[config.mk]
export PLATFORM = sky130hd
export DESIGN_NAME = ctrl_decode_stage
export DESIGN_NICKNAME = d
export VERILOG_FILES = /design/src/rtl/ctrl_decode_stage.sv
export SDC_FILE = /design/constraint.sdc
export NUM_CORES = 1
export LEC_CHECK = 0
export CORE_UTILIZATION = 51
export DETAILED_ROUTE_END_ITERATION = 10
export PLACE_DENSITY = 0.84
export SYNTH_ARGS = -nofsm -noshare
export SYNTH_HDL_FRONTEND = slang
export SYNTH_SLANG_ARGS = --single-unit
[constraint.sdc]
create_clock -name CLK -period 2.6 [get_ports CLK]
set_input_delay 0.26 -clock CLK [delete_from_list [all_inputs] [get_ports CLK]]
set_output_delay 0.26 -clock CLK [all_outputs]
set_load 0.005 [all_outputs]
[src/rtl/ctrl_decode_stage.sv]
// rtl/ctrl_decode_stage.sv - Registered, handshaked Beta opcode decode stage
// Decodes one opcode per accepted beat; traps illegal opcodes and IRQs; holds for MUL/DIV.
module ctrl_decode_stage #(
   parameter int OPC_W      = 6,
   parameter int ALUFN_W    = 6,
   parameter int PCSEL_W    = 3,
   parameter int MULDIV_LAT = 4,
   parameter int IRQ_EN     = 1
) (
   input  logic               CLK,
   input  logic               RESET_N,
   input  logic               IN_VALID,
   output logic               IN_READY,
   input  logic [OPC_W-1:0]   OPCODE,
   input  logic               SUPERVISOR,
   input  logic               IRQ,
   output logic               OUT_VALID,
   input  logic               OUT_READY,
   output logic [PCSEL_W-1:0] PCSEL,
   output logic               BR_NE,
   output logic               RA2SEL,
   output logic               ASEL,
   output logic               BSEL,
   output logic [1:0]         WDSEL,
   output logic [ALUFN_W-1:0] ALUFN,
   output logic               WR,
   output logic               WERF,
   output logic               WASEL,
   output logic               TRAP,
   output logic               BUSY
);

   localparam int CNT_W = (MULDIV_LAT > 1) ? $clog2(MULDIV_LAT) : 1;

   typedef enum logic [1:0] {ST_IDLE, ST_VALID, ST_MULTI} state_t;

   state_t              r_state, w_state_nxt;
   logic [CNT_W-1:0]    r_cnt, w_cnt_nxt;

   logic [PCSEL_W-1:0]  r_pcsel, w_pcsel;
   logic [ALUFN_W-1:0]  r_alufn, w_alufn;
   logic [1:0]          r_wdsel, w_wdsel;
   logic                r_br_ne, w_br_ne;
   logic                r_ra2sel, w_ra2sel;
   logic                r_asel, w_asel;
   logic                r_bsel, w_bsel;
   logic                r_wr, w_wr;
   logic                r_werf, w_werf;
   logic                r_wasel, w_wasel;
   logic                r_trap, w_trap;

   logic [5:0]          w_op;
   logic                w_hi_zero;
   logic                w_illegal;
   logic                w_muldiv;
   logic                w_irq_take;
   logic                w_out_valid;
   logic                w_in_ready;
   logic                w_accept;

   assign w_op        = OPCODE[5:0];
   assign w_hi_zero   = ((OPCODE >> 6) == '0);
   assign w_irq_take  = (IRQ_EN != 0) & IRQ & ~SUPERVISOR;
   assign w_out_valid = (r_state == ST_VALID);
   assign w_in_ready  = RESET_N & (r_state != ST_MULTI) & (~w_out_valid | OUT_READY);
   assign w_accept    = IN_VALID & w_in_ready;

   always_comb begin
      w_pcsel   = '0;
      w_br_ne   = 1'b0;
      w_ra2sel  = 1'b0;
      w_asel    = 1'b0;
      w_bsel    = 1'b0;
      w_wdsel   = 2'd0;
      w_alufn   = '0;
      w_wr      = 1'b0;
      w_werf    = 1'b0;
      w_wasel   = 1'b0;
      w_trap    = 1'b0;
      w_illegal = 1'b0;
      w_muldiv  = 1'b0;
      if (!w_hi_zero) begin
         w_illegal = 1'b1;
      end else if (w_op[5]) begin
         // ALU and ALUC share the function field; OPCODE[4] selects the literal
         w_wdsel = 2'd1;
         w_werf  = 1'b1;
         w_bsel  = w_op[4];
         case (w_op[3:0])
            4'h0: w_alufn = ALUFN_W'(6'h00);
            4'h1: w_alufn = ALUFN_W'(6'h01);
            4'h2: begin w_alufn = ALUFN_W'(6'h02); w_muldiv = 1'b1; end
            4'h3: begin w_alufn = ALUFN_W'(6'h03); w_muldiv = 1'b1; end
            4'h4: w_alufn = ALUFN_W'(6'h33);
            4'h5: w_alufn = ALUFN_W'(6'h35);
            4'h6: w_alufn = ALUFN_W'(6'h37);
            4'h8: w_alufn = ALUFN_W'(6'h18);
            4'h9: w_alufn = ALUFN_W'(6'h1E);
            4'hA: w_alufn = ALUFN_W'(6'h16);
            4'hC: w_alufn = ALUFN_W'(6'h20);
            4'hD: w_alufn = ALUFN_W'(6'h21);
            4'hE: w_alufn = ALUFN_W'(6'h23);
            default: w_illegal = 1'b1;
         endcase
      end else begin
         case (w_op)
            6'h18: begin w_bsel = 1'b1; w_wdsel = 2'd2; w_werf = 1'b1; end
            6'h19: begin w_bsel = 1'b1; w_ra2sel = 1'b1; w_wr = 1'b1; end
            6'h1B: begin w_pcsel = PCSEL_W'(2); w_werf = 1'b1; end
            6'h1D: begin w_pcsel = PCSEL_W'(1); w_werf = 1'b1; end
            6'h1E: begin w_pcsel = PCSEL_W'(1); w_br_ne = 1'b1; w_werf = 1'b1; end
            6'h1F: begin w_asel = 1'b1; w_alufn = ALUFN_W'(6'h1A); w_wdsel = 2'd2; w_werf = 1'b1; end
            default: w_illegal = 1'b1;
         endcase
      end
      if (w_irq_take || w_illegal) begin
         w_pcsel  = w_irq_take ? PCSEL_W'(4) : PCSEL_W'(3);
         w_br_ne  = 1'b0;
         w_ra2sel = 1'b0;
         w_asel   = 1'b0;
         w_bsel   = 1'b0;
         w_wdsel  = 2'd0;
         w_alufn  = '0;
         w_wr     = 1'b0;
         w_werf   = 1'b1;
         w_wasel  = 1'b1;
         w_trap   = 1'b1;
         w_muldiv = 1'b0;
      end
   end

   always_comb begin
      w_state_nxt = r_state;
      w_cnt_nxt   = r_cnt;
      case (r_state)
         ST_MULTI: begin
            w_cnt_nxt = r_cnt - CNT_W'(1);
            if (r_cnt == CNT_W'(1)) w_state_nxt = ST_VALID;
         end
         default: begin
            if (w_accept) begin
               if (w_muldiv && (MULDIV_LAT > 1)) begin
                  w_state_nxt = ST_MULTI;
                  w_cnt_nxt   = CNT_W'(MULDIV_LAT - 1);
               end else begin
                  w_state_nxt = ST_VALID;
               end
            end else if (r_state == ST_VALID && OUT_READY) begin
               w_state_nxt = ST_IDLE;
            end
         end
      endcase
   end

   always_ff @(posedge CLK or negedge RESET_N) begin
      if (!RESET_N) begin
         r_state  <= ST_IDLE;
         r_cnt    <= '0;
         r_pcsel  <= '0;
         r_br_ne  <= 1'b0;
         r_ra2sel <= 1'b0;
         r_asel   <= 1'b0;
         r_bsel   <= 1'b0;
         r_wdsel  <= 2'd0;
         r_alufn  <= '0;
         r_wr     <= 1'b0;
         r_werf   <= 1'b0;
         r_wasel  <= 1'b0;
         r_trap   <= 1'b0;
      end else begin
         r_state <= w_state_nxt;
         r_cnt   <= w_cnt_nxt;
         if (w_accept) begin
            r_pcsel  <= w_pcsel;
            r_br_ne  <= w_br_ne;
            r_ra2sel <= w_ra2sel;
            r_asel   <= w_asel;
            r_bsel   <= w_bsel;
            r_wdsel  <= w_wdsel;
            r_alufn  <= w_alufn;
            r_wr     <= w_wr;
            r_werf   <= w_werf;
            r_wasel  <= w_wasel;
            r_trap   <= w_trap;
         end
      end
   end

   // Side-effecting controls are masked so an idle or busy stage never writes
   assign IN_READY  = w_in_ready;
   assign OUT_VALID = w_out_valid;
   assign BUSY      = (r_state == ST_MULTI);
   assign PCSEL     = r_pcsel;
   assign BR_NE     = r_br_ne;
   assign RA2SEL    = r_ra2sel;
   assign ASEL      = r_asel;
   assign BSEL      = r_bsel;
   assign WDSEL     = r_wdsel;
   assign ALUFN     = r_alufn;
   assign WASEL     = r_wasel;
   assign WR        = r_wr & w_out_valid;
   assign WERF      = r_werf & w_out_valid;
   assign TRAP      = r_trap & w_out_valid;

endmodule

==> results of run 1 <==
## flip-flops by register name (all words and copies together) (netlist names)
name	flops
ALUFN	6
PCSEL	3
WDSEL	2
r_cnt	2
r_state	2
ASEL	1
BR_NE	1
BSEL	1
r_trap	1
r_werf	1
r_wr	1
## per-layer routing
metal / vias to the layer above / share of wire [%] / GRT usage, % / wire (um)
met5: - / 0 / 0 / 0
met2: 58 / 47 / 40.4 / 1440
met3: 6 / 5.5 / 3.57 / 168
li1: 556 / - / - / -
met1: 531 / 46 / 34.5 / 1410
met4: 0 / 1.2 / 9.91 / 38
## worst paths after layout
check | from | to | slack [ns] | cells past startpoint
worst min-delay path | RESET_N | WDSEL[1]$_DFFE_PN0P_ | 0.40 | 2
max in group asynchronous | RESET_N | BSEL$_DFFE_PN0P_ | 1.98 | 2
worst max-delay path | r_state[0]$_DFFE_PN0P_ | r_state[0]$_DFFE_PN0P_ | 0.49 | 4
worst min register to register | ALUFN[3]$_DFFE_PN0P_ | ALUFN[3]$_DFFE_PN0P_ | 0.49 | 2
min in group CLK | ALUFN[3]$_DFFE_PN0P_ | ALUFN[3]$_DFFE_PN0P_ | 0.49 | 2
worst max register to register | r_state[0]$_DFFE_PN0P_ | r_state[0]$_DFFE_PN0P_ | 0.49 | 4
## layout by cell type, fill, tap and decap left out, types with 2 or more instances in the layout
master	n
clkdlybuf4s50_1	33
nand2_1	24
dfrtp_1	21
o21ai_0	16
nor2_1	9
inv_1	8
a21oi_1	6
o31ai_1	5
nor3b_1	4
and3_1	3
nor3_1	3
clkbuf_4	3
buf_4	3
or3_1	2
nand2b_1	2
and2_1	2
o41ai_2	2
mux2i_1	2
o211ai_1	2
a22o_1	2
xnor2_1	2
o41ai_1	2
## metrics by stage
step                power (mW)  setup slack (ns)
finish                   0.822             0.489
global route             0.873             0.337
CTS                      0.829             0.502
detailed placement       0.670             0.329
global placement         0.657             0.312
floorplan                0.545             0.936
## power by group
group	internal (mW)	leakage [nW]	switching, mW
Sequential	0.370	0.269	0.0337
Combinational	0.139	0.387	0.122
Clock	0.0598	0.0150	0.0973
Total	0.569	0.671	0.253
## worst max-delay path, cell delays in order (launching register included)
cell and delay (ns):
dfrtp_1 0.55, nor3b_1 0.36, or3_1 0.69, o21ai_0 0.24
o2bb2ai_1 0.18
## cell type report
| cell class | count | area, um2 |
|---|---|---|
| clock buffers | 4 | 26.3 |
| fillers | 183 | 679 |
| inverters | 8 | 30.0 |
| multi-input cells | 102 | 606 |
| flip-flops and latches | 21 | 526 |
| well taps | 28 | 35.0 |
| repair buffers | 36 | 353 |
## kinds of logic (layout without fill, tap and decap cells)
logic type	count (synthesis)	after routing
flops	21	21
compound gates	43	43
fa+ha+maj	1	1
buf+inv	19	48
mux	2	2
simple gates	54	54
xor+xnor	2	2
==> run_results.csv, run 1 <==
group,metric,value,unit
run_status,status,"complete, no violations",
clock_tree,path_clk_slew,0.12,ns
clock_tree,htreeDepth,1,
sta,tns,0,ns
floorplan,core_area,2250,um2
finish,design_area,1580,um2
logic_synthesis,synth-seq-cells,21,
critical_path,cp-end-kind,"register",
power_and_ir_drop,p_leak,0.671,nW
logic_synthesis,yosys.area_share.adder,1.01,%
logic_synthesis,synth_nets,155,
logic_synthesis,yosys.area_share.simple,21.0,%
floorplan,die_h,51.2,um
finish,post-route-util,69.9,%
logic_synthesis,yosysSeqAreaShare,42.5,%
finish,layoutNonFillerInstCount,199,
sta,finClkSkew,0.00522,ns
floorplan,pin_count,34,
placement,dp_hpwl,2260,um
placement,dp.cells,195,
clock_tree,cts_buffers,3,
drt,drt_first_pass_iters,4,
grt,antenna_found_initial,0,
clock_tree,cts-resized-gates,0,
logic_synthesis,synthArstFlopShare,100,%
finish,layout-drive-gt1-share,5.26,%
critical_path,setup.worst_path.start_class,"register",
sta,slew_headroom,47.3,%
logic_synthesis,synth_mux_area_share,1.62,%
logic_synthesis,syn_area,1240,um2
drt,drcViolationCount,0,
finish,diodes,0,
placement,dpl_cell_area,1550,um2
sta,final_hold_viol_count,0,
clock_tree,cts_tree,"yes",
grt,gr-total-overflow,0,
logic_synthesis,synth_compound_area_share,24.0,%
min_path,hold_class,"in2async",
logic_synthesis,synth_largest_area_cell,"dfrtp_1",
logic_synthesis,synth_edf_count,0,
grt,grt_first_pass_wirelength,4910,um
sta,finalCriticalPeriod,2.11,ns
placement,port_buffers,33,
logic_synthesis,synth_top_family_by_area,"compound AO/OA/AOI/OAI gates",
placement,gp_congestion,0.888,
drt,vias_per_cell,5.78,
critical_path,required,2.79,ns
grt,grt_max_degree,25,
clock_tree,post_cts_buffers,0,
sta,worst_pin_slew,0.790,ns
drt,ant_nets,0,
drt,via_count,1151,
logic_synthesis,synth_most_common_cell,"nand2_1",
logic_synthesis,synthTopCellsByArea,"dfrtp_1, nand2_1, o21ai_0, buf_6, o31ai_1",
power_and_ir_drop,p_per_area,522,nW/um2
critical_path,crit_type,"reg2reg",
logic_synthesis,post_synth_num_cell_types,36,
drt,drt_iter0_drc,39,
clock_tree,clockBufferDepth,2,
logic_synthesis,ys.flop_type,"dfrtp_1",
logic_synthesis,syn_inst,142,
logic_synthesis,syn_area_per_cell,8.71,um2
grt,grt.total_usage,25.3,%
sta,fin_crit_sh,81.2,%
floorplan,die_x,51.2,um
drt,avgRoutedWirePerCell,15.3,um
finish,nets,185,
clock_tree,clk_latency,0.30,ns
sta,whs,0.398,ns
floorplan,rows,17,
sta,slew_violations,0,
sta,rsz0062_at_grt,"no",
logic_synthesis,yosysWarnings,0,
clock_tree,cts-root-buf,"clkbuf_4",
power_and_ir_drop,vdd_drop_max,0.000427,V
sta,max_freq,474,MHz
critical_path,cp_max_fo,24,
logic_synthesis,synth-xor-area-share,1.42,%
clock_tree,postCtsHoldBufs,0,
grt,grt_pass1_vias,1060,
drt,routed_wl,3050,um
floorplan,start_util,54.8,%
finish,syn_to_final_growth,27.4,%
clock_tree,clock-sinks,21,
logic_synthesis,synth_top_area_share,42.5,%
logic_synthesis,yosys-top-cells-count,"nand2_1, dfrtp_1, o21ai_0, nor2_1, inv_1",
flow_run,drv_cap,0,
floorplan,dieArea,2630,um2
sta,finalSetupViolations,0,
critical_path,crit_arrival,2.30,ns
No activity file was read; power rests on OpenSTA's default activity.
==> inputs of run 2 (changes only) <==
--- a/config.mk
+++ b/config.mk
@@ -5,9 +5,9 @@
 export SDC_FILE = /design/constraint.sdc
 export NUM_CORES = 1
 export LEC_CHECK = 0
-export CORE_UTILIZATION = 51
+export CORE_UTILIZATION = 43
 export DETAILED_ROUTE_END_ITERATION = 10
-export PLACE_DENSITY = 0.84
+export PLACE_DENSITY = 0.76
 export SYNTH_ARGS = -nofsm -noshare
 export SYNTH_HDL_FRONTEND = slang
 export SYNTH_SLANG_ARGS = --single-unit
==> constraint.sdc (replaced) <==
create_clock -name CLK -period 1.7 [get_ports CLK]
set_input_delay 0.17 -clock CLK [delete_from_list [all_inputs] [get_ports CLK]]
set_output_delay 0.17 -clock CLK [all_outputs]
set_load 0.005 [all_outputs]
==> run 2 against run 1 <==
- first-iteration DRC count fell by 26%
- critical path depth rose by 3
- setup slack got worse by 0.43 ns
- sequential cell count did not move
- die area rose by 18%
- final area rose by 19%
- final cell count rose by 17%
- non-clock buffer count rose by 31
- via count rose by 8.4%
- sequential power rose by 50%
- sequential share of layout area fell by 5.3 points
- highest routed layer unchanged
==> run_results.csv, run 2 (synthesized netlist as in run 1, its figures left out) <==
group,metric,value,unit
power_and_ir_drop,p_per_area,711,nW/um2
sta,fin_crit_sh,96.2,%
drt,routed_wl,3300,um
floorplan,rows,19,
critical_path,slowest_stage,"dfrtp_1",
sta,finClkSkew,0.000831,ns
finish,largest_reg_flops,6,
sta,slew_violations,0,
power_and_ir_drop,report.power.total,1.33,mW
critical_path,crit_arrival,1.81,ns
grt,grt.total_usage,22.8,%
sta,max_freq,611,MHz
finish,multi_input_area,637,um2
flow_run,drv_cap,0,
power_and_ir_drop,p_leak,0.897,nW
critical_path,cp_max_fo,20,
sta,final_hold_viol_count,0,
grt,grt_first_pass_wirelength,5520,um
sta,whs,0.331,ns
sta,finalSetupViolations,0,
clock_tree,clock-sinks,21,
floorplan,pin_count,34,
run_status,status,"complete, no violations",
floorplan,core_area,2730,um2
critical_path,path_cells,"buf_4 > nor2b_2 > or3_1 > buf_12 > buf_4 > nand2_1 > o31ai_1",
drt,drt_first_pass_iters,6,
drt,avgRoutedWirePerCell,14.2,um
finish,design_area,1870,um2
grt,antenna_found_initial,0,
sta,fin_ws,0.0638,ns
finish,post-route-util,68.5,%
clock_tree,path_clk_slew,0.11,ns
sta,worst_pin_slew,0.434,ns
finish,layout-drive-gt1-share,23.3,%
floorplan,dieArea,3090,um2
finish,diodes,0,
critical_path,setup.worst_path.start_class,"register",
drt,via_count,1248,
floorplan,start_util,45.2,%
critical_path,cpPeakStageDelay,0.42,ns
clock_tree,cts-root-buf,"clkbuf_4",
critical_path,required,1.88,ns
clock_tree,htreeDepth,1,
clock_tree,cts_tree,"yes",
power_and_ir_drop,vdd_drop_max,0.000678,V
finish,final-seq-area,526,um2
placement,port_buffers,33,
drt,ant_nets,0,
sta,tns,0,ns
finish,nets,216,
drt,drcViolationCount,0,
sta,slew_headroom,70.9,%
finish,fill_cells,222,
finish,layoutNonFillerInstCount,233,
grt,grt_max_degree,22,
clock_tree,clk_latency,0.30,ns
placement,dpl_cell_area,1800,um2
critical_path,cp-end-kind,"register",
placement,dp_hpwl,2580,um
sta,finalCriticalPeriod,1.64,ns
grt,gr-total-overflow,0,
placement,gp_congestion,0.876,
critical_path,crit_type,"reg2reg",
drt,drt_iter0_drc,29,
min_path,hold_class,"in2async",
clock_tree,clockBufferDepth,2,
floorplan,die_x,55.6,um
placement,dp.cells,227,
finish,mostFrequentLayoutCells,"buf_4, clkdlybuf4s50_1, nand2_1, dfrtp_1, o21ai_0",
placement,place_ws,-0.190,ns
clock_tree,cts_buffers,3,
floorplan,die_h,55.6,um
clock_tree,postCtsHoldBufs,0,
finish,syn_to_final_growth,51.5,%
drt,vias_per_cell,5.36,
critical_path,cpMostUsedCell,"buf_4",
finish,final_common_cell,"buf_4",
grt,grt_pass1_vias,1270,
-- run 2: routing by layer --
metal / GRT usage [%] / part of all wire (%) / up-vias / routed length (um)
li1: - / - / 618 / -
met1: 29.2 / 45 / 586 / 1470
met2: 37.9 / 50 / 34 / 1650
met3: 2.79 / 3.4 / 10 / 112
met4: 11.8 / 2.2 / 0 / 73
met5: 0 / 0 / - / 0
-- run 2: timing repair --
action,4_1_cts,5_1_grt
gates resized for setup,7,9
pin swaps,0,1
setup buffers,0,2
endpoints found under the setup margin,4,9
-- run 2: cell type report --
cell class              instances  area share [%]
well taps                      31            2.07
multi-input cells             102            34.0
inverters                       8            1.60
flip-flops and latches         21            28.1
repair buffers                 67            32.8
clock buffers                   3            1.20
clock inverters                 1           0.267
-- run 2: critical path: cells and delay by family (launching register included) --
kind	cells	cell delay, ns
compound gates	1	0.08
buf+inv	3	0.48
simple gates	3	0.53
flops	1	0.42
-- run 2: worst paths after layout --
path,slack (ns),endpoint,depth (start not counted),from
setup / recovery,0.06,ASEL$_DFFE_PN0P_,7,r_state[0]$_DFFE_PN0P_
hold / removal,0.33,BSEL$_DFFE_PN0P_,3,RESET_N
setup reg to reg,0.06,ASEL$_DFFE_PN0P_,7,r_state[0]$_DFFE_PN0P_
hold reg to reg,0.49,ALUFN[0]$_DFFE_PN0P_,2,ALUFN[0]$_DFFE_PN0P_
min in group CLK,0.49,ALUFN[0]$_DFFE_PN0P_,2,ALUFN[0]$_DFFE_PN0P_
max in group asynchronous,1.15,WDSEL[0]$_DFFE_PN0P_,3,RESET_N
-- run 2: where the power goes --
group	switching, mW	leakage, nW	total, mW	internal [mW]
Clock	0.149	0.0177	0.236	0.0877
Combinational	0.214	0.610	0.491	0.277
Sequential	0.0386	0.269	0.605	0.567
Total	0.402	0.897	1.33	0.931
==> inputs of run 3 (changes only) <==
--- a/config.mk
+++ b/config.mk
@@ -6,6 +6,7 @@
 export NUM_CORES = 1
 export LEC_CHECK = 0
 export CORE_UTILIZATION = 43
+export CTS_CLUSTER_SIZE = 16
 export DETAILED_ROUTE_END_ITERATION = 10
 export PLACE_DENSITY = 0.76
 export SYNTH_ARGS = -nofsm -noshare
==> results of run 3 <==
Final layout, timing and power as in run 2 (identical DEF).
